===== config.mk =====
export PLATFORM = sky130hd
export DESIGN_NAME = joypad_poller
export DESIGN_NICKNAME = d
export VERILOG_FILES = /design/src/rtl/joypad_poller.sv
export SDC_FILE = /design/constraint.sdc
export NUM_CORES = 1
export LEC_CHECK = 0
export BUFFER_PORTS_ARGS = -buffer_cell sky130_fd_sc_hd__clkbuf_2
export CAP_MARGIN = 20
export CORE_ASPECT_RATIO = 0.7
export CORE_MARGIN = 2
export CORE_UTILIZATION = 55
export DETAILED_ROUTE_END_ITERATION = 8
export MAX_ROUTING_LAYER = met4
export PLACE_DENSITY_LB_ADDON = 0.25
export SLEW_MARGIN = 5
export SYNTH_ARGS = -nofsm -noshare
export SYNTH_HDL_FRONTEND = slang
export SYNTH_SLANG_ARGS = --single-unit

===== constraint.sdc =====
create_clock -name clk -period 2.6 [get_ports clk]
set_clock_uncertainty 0.2 [all_clocks]
set_input_delay 0.26 -clock clk [delete_from_list [all_inputs] [get_ports clk]]
set_output_delay 0.26 -clock clk [all_outputs]
set_load 0.03 [all_outputs]

===== src/rtl/joypad_poller.sv =====
// joypad_poller: polls two serial joypads (strobe, 8 clock pulses) and publishes button bytes.
// Optional JOYPAD_DEBOUNCE_EN: buttons update only when two consecutive polls agree.
module joypad_poller #(
  parameter int STROBE_CYCLES = 12,
  parameter int HALF_PERIOD = 6
) (
  input  logic       clk,
  input  logic       reset,
  input  logic       ce,
  input  logic       start,
  output logic       joypad_strobe,
  output logic [1:0] joypad_clock,
  input  logic [1:0] joypad_data,
  output logic [7:0] buttons1,
  output logic [7:0] buttons2,
  output logic       valid,
  output logic       busy
);
  localparam int MAXC = STROBE_CYCLES > HALF_PERIOD ? STROBE_CYCLES : HALF_PERIOD;
  localparam int CW = $clog2(MAXC + 1);
  typedef enum logic [2:0] {IDLE, STROBE, LOW, HIGH, DONE} state_t;
  state_t state_q, state_d;
  logic [CW-1:0] cnt_q, cnt_d;
  logic [2:0] idx_q, idx_d;
  logic [7:0] sh1_q, sh1_d, sh2_q, sh2_d, b1_q, b1_d, b2_q, b2_d;
  logic strobe_q, strobe_d, valid_q, valid_d, busy_q, busy_d;
  logic [1:0] clock_q, clock_d;
  logic half_last;
`ifdef JOYPAD_DEBOUNCE_EN
  logic [7:0] hist1_q, hist1_d, hist2_q, hist2_d;
`endif
  assign half_last = cnt_q == CW'(HALF_PERIOD - 1);
  always_comb begin
    state_d = state_q;
    cnt_d = cnt_q;
    idx_d = idx_q;
    sh1_d = sh1_q;
    sh2_d = sh2_q;
    b1_d = b1_q;
    b2_d = b2_q;
    valid_d = 1'b0;
`ifdef JOYPAD_DEBOUNCE_EN
    hist1_d = hist1_q;
    hist2_d = hist2_q;
`endif
    if (ce) begin
      case (state_q)
        IDLE: if (start) begin
          state_d = STROBE;
          cnt_d = '0;
        end
        STROBE: if (cnt_q == CW'(STROBE_CYCLES - 1)) begin
          state_d = LOW;
          cnt_d = '0;
          idx_d = '0;
        end else cnt_d = cnt_q + CW'(1);
        LOW: if (half_last) begin
          sh1_d[idx_q] = joypad_data[0];
          sh2_d[idx_q] = joypad_data[1];
          state_d = HIGH;
          cnt_d = '0;
        end else cnt_d = cnt_q + CW'(1);
        HIGH: if (half_last) begin
          state_d = idx_q == 3'd7 ? DONE : LOW;
          idx_d = idx_q + 3'd1;
          cnt_d = '0;
        end else cnt_d = cnt_q + CW'(1);
        DONE: begin
`ifdef JOYPAD_DEBOUNCE_EN
          b1_d = sh1_q == hist1_q ? sh1_q : b1_q;
          b2_d = sh2_q == hist2_q ? sh2_q : b2_q;
          hist1_d = sh1_q;
          hist2_d = sh2_q;
`else
          b1_d = sh1_q;
          b2_d = sh2_q;
`endif
          valid_d = 1'b1;
          state_d = IDLE;
        end
        default: state_d = IDLE;
      endcase
    end
    // Pin outputs are decoded from the next state so they are registered alongside it.
    strobe_d = state_d == STROBE;
    clock_d = {2{state_d == HIGH}};
    busy_d = state_d != IDLE;
  end
  always_ff @(posedge clk) begin
    if (reset) begin
      state_q <= IDLE;
      cnt_q <= '0;
      idx_q <= '0;
      sh1_q <= '0;
      sh2_q <= '0;
      b1_q <= '0;
      b2_q <= '0;
      strobe_q <= 1'b0;
      clock_q <= '0;
      valid_q <= 1'b0;
      busy_q <= 1'b0;
    end else begin
      state_q <= state_d;
      cnt_q <= cnt_d;
      idx_q <= idx_d;
      sh1_q <= sh1_d;
      sh2_q <= sh2_d;
      b1_q <= b1_d;
      b2_q <= b2_d;
      strobe_q <= strobe_d;
      clock_q <= clock_d;
      valid_q <= valid_d;
      busy_q <= busy_d;
    end
  end
`ifdef JOYPAD_DEBOUNCE_EN
  always_ff @(posedge clk) begin
    if (reset) begin
      hist1_q <= '0;
      hist2_q <= '0;
    end else begin
      hist1_q <= hist1_d;
      hist2_q <= hist2_d;
    end
  end
`endif
  assign joypad_strobe = strobe_q;
  assign joypad_clock = clock_q;
  assign buttons1 = b1_q;
  assign buttons2 = b2_q;
  assign valid = valid_q;
  assign busy = busy_q;
endmodule

# Yosys cells after proc, flatten, opt, wreduce, memory -nomap -nowiden
# Cells that the tools add are included.
[totals] ff_bits=46 wordCells=58
[classes] addsub=2 order_cmp=2 eq_ne=12 n_mux=19 n_bitwise=1 reduce_logical=11
[ops] operator="$mux 3" count=8
[ops] operator="$bwmux 8" count=2
[ops] operator="$mux 4" count=3
[ops] operator="$pmux 3 s4" count=1
[ops] operator="$pmux 4 s3" count=1
[ops] operator="$eq 3x2->1 const B" count=3
[ops] operator="$eq 3x1->1 const B" count=2
[ops] operator="$eq 3x3->1 const B" count=2
[ops] operator="$ne 2x2->1 const B" count=3
[ops] operator="$pmux 3 s2" count=1
[ops] operator="$reduce_and 3->1" count=2
[ops] operator="$reduce_bool 3->1" count=2
[ops] operator="$add 4x1->4 const B" count=1
[ops] operator="$eq 4x3->1 const B" count=1
[ops] operator="$eq 4x4->1 const B" count=1
[ops] operator="$lt 3x4->1 const B" count=1
[ops] operator="$reduce_and 4->1" count=1
[ops] operator="$reduce_or 2->1" count=2
[ops] operator="$add 3x1->3 const B" count=1
[ops] operator="$demux 1 s3" count=1
[ops] operator="$ge 3x1->1 const B" count=1
[ops] operator="$logic_not 3->1" count=1
[ops] operator="$mux 1" count=2
[ops] operator="$reduce_and 2->1" count=1
[ops] operator="other kinds (3)" count=3

# Logic depth before layout (Yosys ltp)
[depth] ltp_word=6 depth_mapped=7 mapped_depth_nobuf=6

# Worst setup path after synthesis
# No wires, ideal clock.
[synth_path] kind="register to register" start="register cnt_q[0]" end="register busy_q (netlist: busy)" setup_ps=143 arrival_ps=1463 required_ps=2257 path_slack_ps=794 stages_incl_launch_ff=7 period_less_slack_ps=1806 path_cell_list="dfxtp_1 > ha_1 > and3b_1 > buf_2 > nor2_1 > o41ai_4 > a311oi_2"
[synth_between] elab_chain_len=5
[synth_rtl] item="start, declared" line="23" rtl="logic [CW-1:0] cnt_q, cnt_d;"
[synth_rtl] item="start signal, assigned" line="104" rtl="cnt_q <= cnt_d;"
[synth_rtl] item="$eq 4x3->1 or $eq 4x4->1 (tied branches)" line="32, 52"
[synth_rtl] item="$mux 3 (on tied branches)" line="63, 52, 57"
[synth_rtl] item="$pmux 3 s4 *" line="47" rtl="case (state_q)"
[synth_rtl] item="$mux 3 *" line="46" rtl="if (ce) begin"
[synth_rtl] item="$reduce_bool 3->1 *" line="87" rtl="busy_d = state_d != IDLE;"
[synth_rtl] item="end signal, assigned" line="113" rtl="busy_q <= busy_d;"
[synth_rtl] item="end, declared" line="26" rtl="logic strobe_q, strobe_d, valid_q, valid_d, busy_q, busy_d;"
# Mark *: on every way between the ends. The rest lies on a longest branch, timed or not.
# A chain may end at the register's enable or synchronous reset.

# Final worst setup path
# Ends and elaborated chain as after synthesis.

==> impl_metrics.toml <==
[min_path]
kind_of_path_behind_the_tightest_hold_check = "input pin to flop"
hold_path_depth = 3

[synth]
async_set_reset_flop_share_out_of_synthesis_pct = 0
synth-edff-count = 0
post_synth_num_cell_types = 43
synthDominantCellAreaShare_pct = 43.9
synthesis.yosys.warnings = 0
avg_cell_area_syn_um2 = 9.04
synthDominantAreaCellType = "sky130_fd_sc_hd__dfxtp_1"
synth.cell_area_mm2 = 0.00210
synth_seq_area_share_pct = 43.9
synth.top_cells.by_area = "sky130_fd_sc_hd__dfxtp_1, sky130_fd_sc_hd__mux2i_1, sky130_fd_sc_hd__nand2_1"
synth-seq-cells = 46
ys.flop_type = "sky130_fd_sc_hd__dfxtp_1"
syn-instance-count = 232
mappedNetlistNets = 242

[critical_path]
arrival_ps = 1960
cp.required_ps = 2570
critPathLaunchType = "flop"
setup_cp_type = "flop to flop"
max_stage_delay_ps = 480
timing.reg2reg.worst_path_depth = 5
cp_cell_sequence = "ha_1 > and3b_1 > nor2_1 > o41ai_4 > a311oi_2"
critPathMaxFanout = 7
critPathCaptureType = "flop"
critical-path-slowest-cell = "sky130_fd_sc_hd__o41ai_4"

[sta]
timing_hold_violations_final = 0
time_the_worst_path_needs_with_i_o_delays_and_setup_ps = 1990
drv_slew = 0
hold_ws_ps = 135
final-setup-viol-count = 0
relSlewSlack_pct = 59.5
max_frequency_mhz = 503
period_share_pct = 76.5
grt_setup_unrepaired = "false"
worst_pin_slew_ps = 608
totalNegativeSetupSlack_ps = 0

[power_and_ir_drop]
power.total_mw = 1.23
power.density_mw_per_mm2 = 524
power.leakage_nw = 0.907
irDropWorstVdd_v = 0.000445

[drt]
drtIter0Drc = 98
wire_length_per_cell_um = 13.0
drt_first_pass_iters = 4
route.vias.total = 1622
drt.antenna.violating_nets = 0
vias_per_cell = 5.35
wl_mm = 3.93
route.detailed.drc = 0

[global_routing]
grt_start_max_net_pins = 30
total_overflow_reported_by_the_global_router = 0
grt_pass1_vias = 1339
global_route.usage.total_pct = 19.4
first_pass_grt_wire_length_mm = 6.56
grt_antenna_before_repair = 0

[status]
status = "finished clean"

[clock_tree]
clock-root-buffer = "sky130_fd_sc_hd__clkbuf_8"
cts.sinks = 46
tritoncts = "built"
cts-htree-levels = 2
cts_inserted_buffers = 5
post_cts_setup_driven_buffer_insertion_count = 0
clk_latency_ps = 300
cts.hold.buffers_added = 0
cts_repair_resize_count = 0
clk_path_buf_depth = 2
cts.clk_slew.worst_paths_ps = 90

[placement]
dp_wirelength_mm = 2.78
gp_routability_congestion = 0.805
placedCellCount = 295
port_buffers = 26

[floorplan]
placeableCoreArea_mm2 = 0.00358
die_width_um = 77.8
core.rowCount = 18
die-area_mm2 = 0.00433
floorplan.die.height_um = 55.7
ios = 27
start_util_pct = 58.6

[cells_and_area]
area.growth.synth_to_final_pct = 11.5
antenna_cells = 0
layout.nets = 262
final_cells = 303
final_layout_size_suffix_gt1_share_pct = 21.3
finish.utilization_pct = 65.3

[run]
drv.max_cap_violation_count = 0
==> cell families after synthesis <==
group / synth area share, %
adders and majority gates: 2.39
muxes: 8.11
and+or+nand+nor: 29.7
AOI/OAI and AO/OA: 11.6
buffers and inverters: 4.35
DFF: 43.9
==> layout by cell type, fill, tap and decap left out, drive strengths merged, types with 2 or more instances in the layout <==
master | netlist | routed
o21ai | 2 | 2
nand2 | 40 | 40
a21oi | 21 | 21
a31oi | 2 | 2
nor2b | 4 | 4
nor4 | 3 | 3
buf | 9 | 4
nand4bb | 3 | 3
nand3 | 2 | 2
nor3 | 6 | 6
ha | 4 | 4
dfxtp | 46 | 46
and3b | 2 | 2
and3 | 2 | 2
nor2 | 24 | 24
nand3b | 3 | 3
nor4b | 5 | 5
mux2i | 17 | 17
inv | 4 | 4
and2 | 2 | 2
nand2b | 4 | 4
clkbuf | 8 | 32
nand4 | 6 | 6
==> synthesized netlist by cell type, types with 5 or more instances <==
library cell / count
sky130_fd_sc_hd__dfxtp_1: 46
sky130_fd_sc_hd__nand2_1: 40
sky130_fd_sc_hd__nor2_1: 24
sky130_fd_sc_hd__a21oi_1: 21
sky130_fd_sc_hd__mux2i_1: 17
sky130_fd_sc_hd__clkbuf_1: 8
sky130_fd_sc_hd__buf_2: 7
sky130_fd_sc_hd__nand4_1: 6
sky130_fd_sc_hd__nor3_1: 5
==> registers in the layout, indices dropped and copies added (netlist names) <==
| register | count |
|---|---|
| joypad_clock | 1 |
| buttons1 | 8 |
| valid | 1 |
| busy | 1 |
| buttons2 | 8 |
| sh1_q | 8 |
| joypad_strobe | 1 |
| cnt_q | 4 |
| state_q | 3 |
| idx_q | 3 |
| sh2_q | 8 |
==> power by group <==
part	leakage [nW]	total (mW)	switching (mW)	internal, mW
Combinational	0.488	0.0620	0.0411	0.0209
Clock	0.0472	0.451	0.238	0.214
Sequential	0.371	0.713	0.00479	0.708
==> layer usage <==
metal / wire length [um] / part of all wire [%] / vias up / global-route usage [%]
met5: 0 / 0 / - / -
met4: 13 / 0.33 / 0 / 6.89
met3: 193 / 4.9 / 2 / 4.38
met2: 1570 / 40 / 42 / 24.1
met1: 2150 / 55 / 732 / 30.1
li1: - / - / 846 / -
==> area by class of cell <==
class / count / area [um^2]
Inverter: 4 / 15.0
Tap cell: 50 / 62.6
Clock buffer: 6 / 82.6
Fill cell: 304 / 1240
Multi-Input combinational cell: 165 / 1090
Sequential cell: 46 / 921
Timing Repair Buffer: 30 / 160
Clock inverter: 2 / 12.5
==> stage by stage <==
stage | setup WS [ps] | cell area (um^2)
floorplan | 794 | 2100
global placement | 636 | 2240
detailed placement | 624 | 2240
CTS | 606 | 2340
global route | 513 | 2340
finish | 610 | 2340
==> worst max-delay path: cells and delay by family (launching register included) <==
| kind | cells | cell delay (ps) |
|---|---|---|
| compound gates | 2 | 630 |
| fa+ha+maj | 1 | 200 |
| flops | 1 | 400 |
| simple gates | 2 | 430 |
==> worst paths after layout <==
check / start / to / slack [ps]
max: cnt_q[0]$_SDFFE_PP0P_ / busy$_SDFF_PP0_ / 610
min: ce / state_q[2]$_SDFF_PP0_ / 140
max reg2reg: cnt_q[0]$_SDFFE_PP0P_ / busy$_SDFF_PP0_ / 610
min reg2reg: buttons2[0]$_SDFFE_PP0P_ / buttons2[0]$_SDFFE_PP0P_ / 260
No activity file was read; power rests on OpenSTA's default activity.
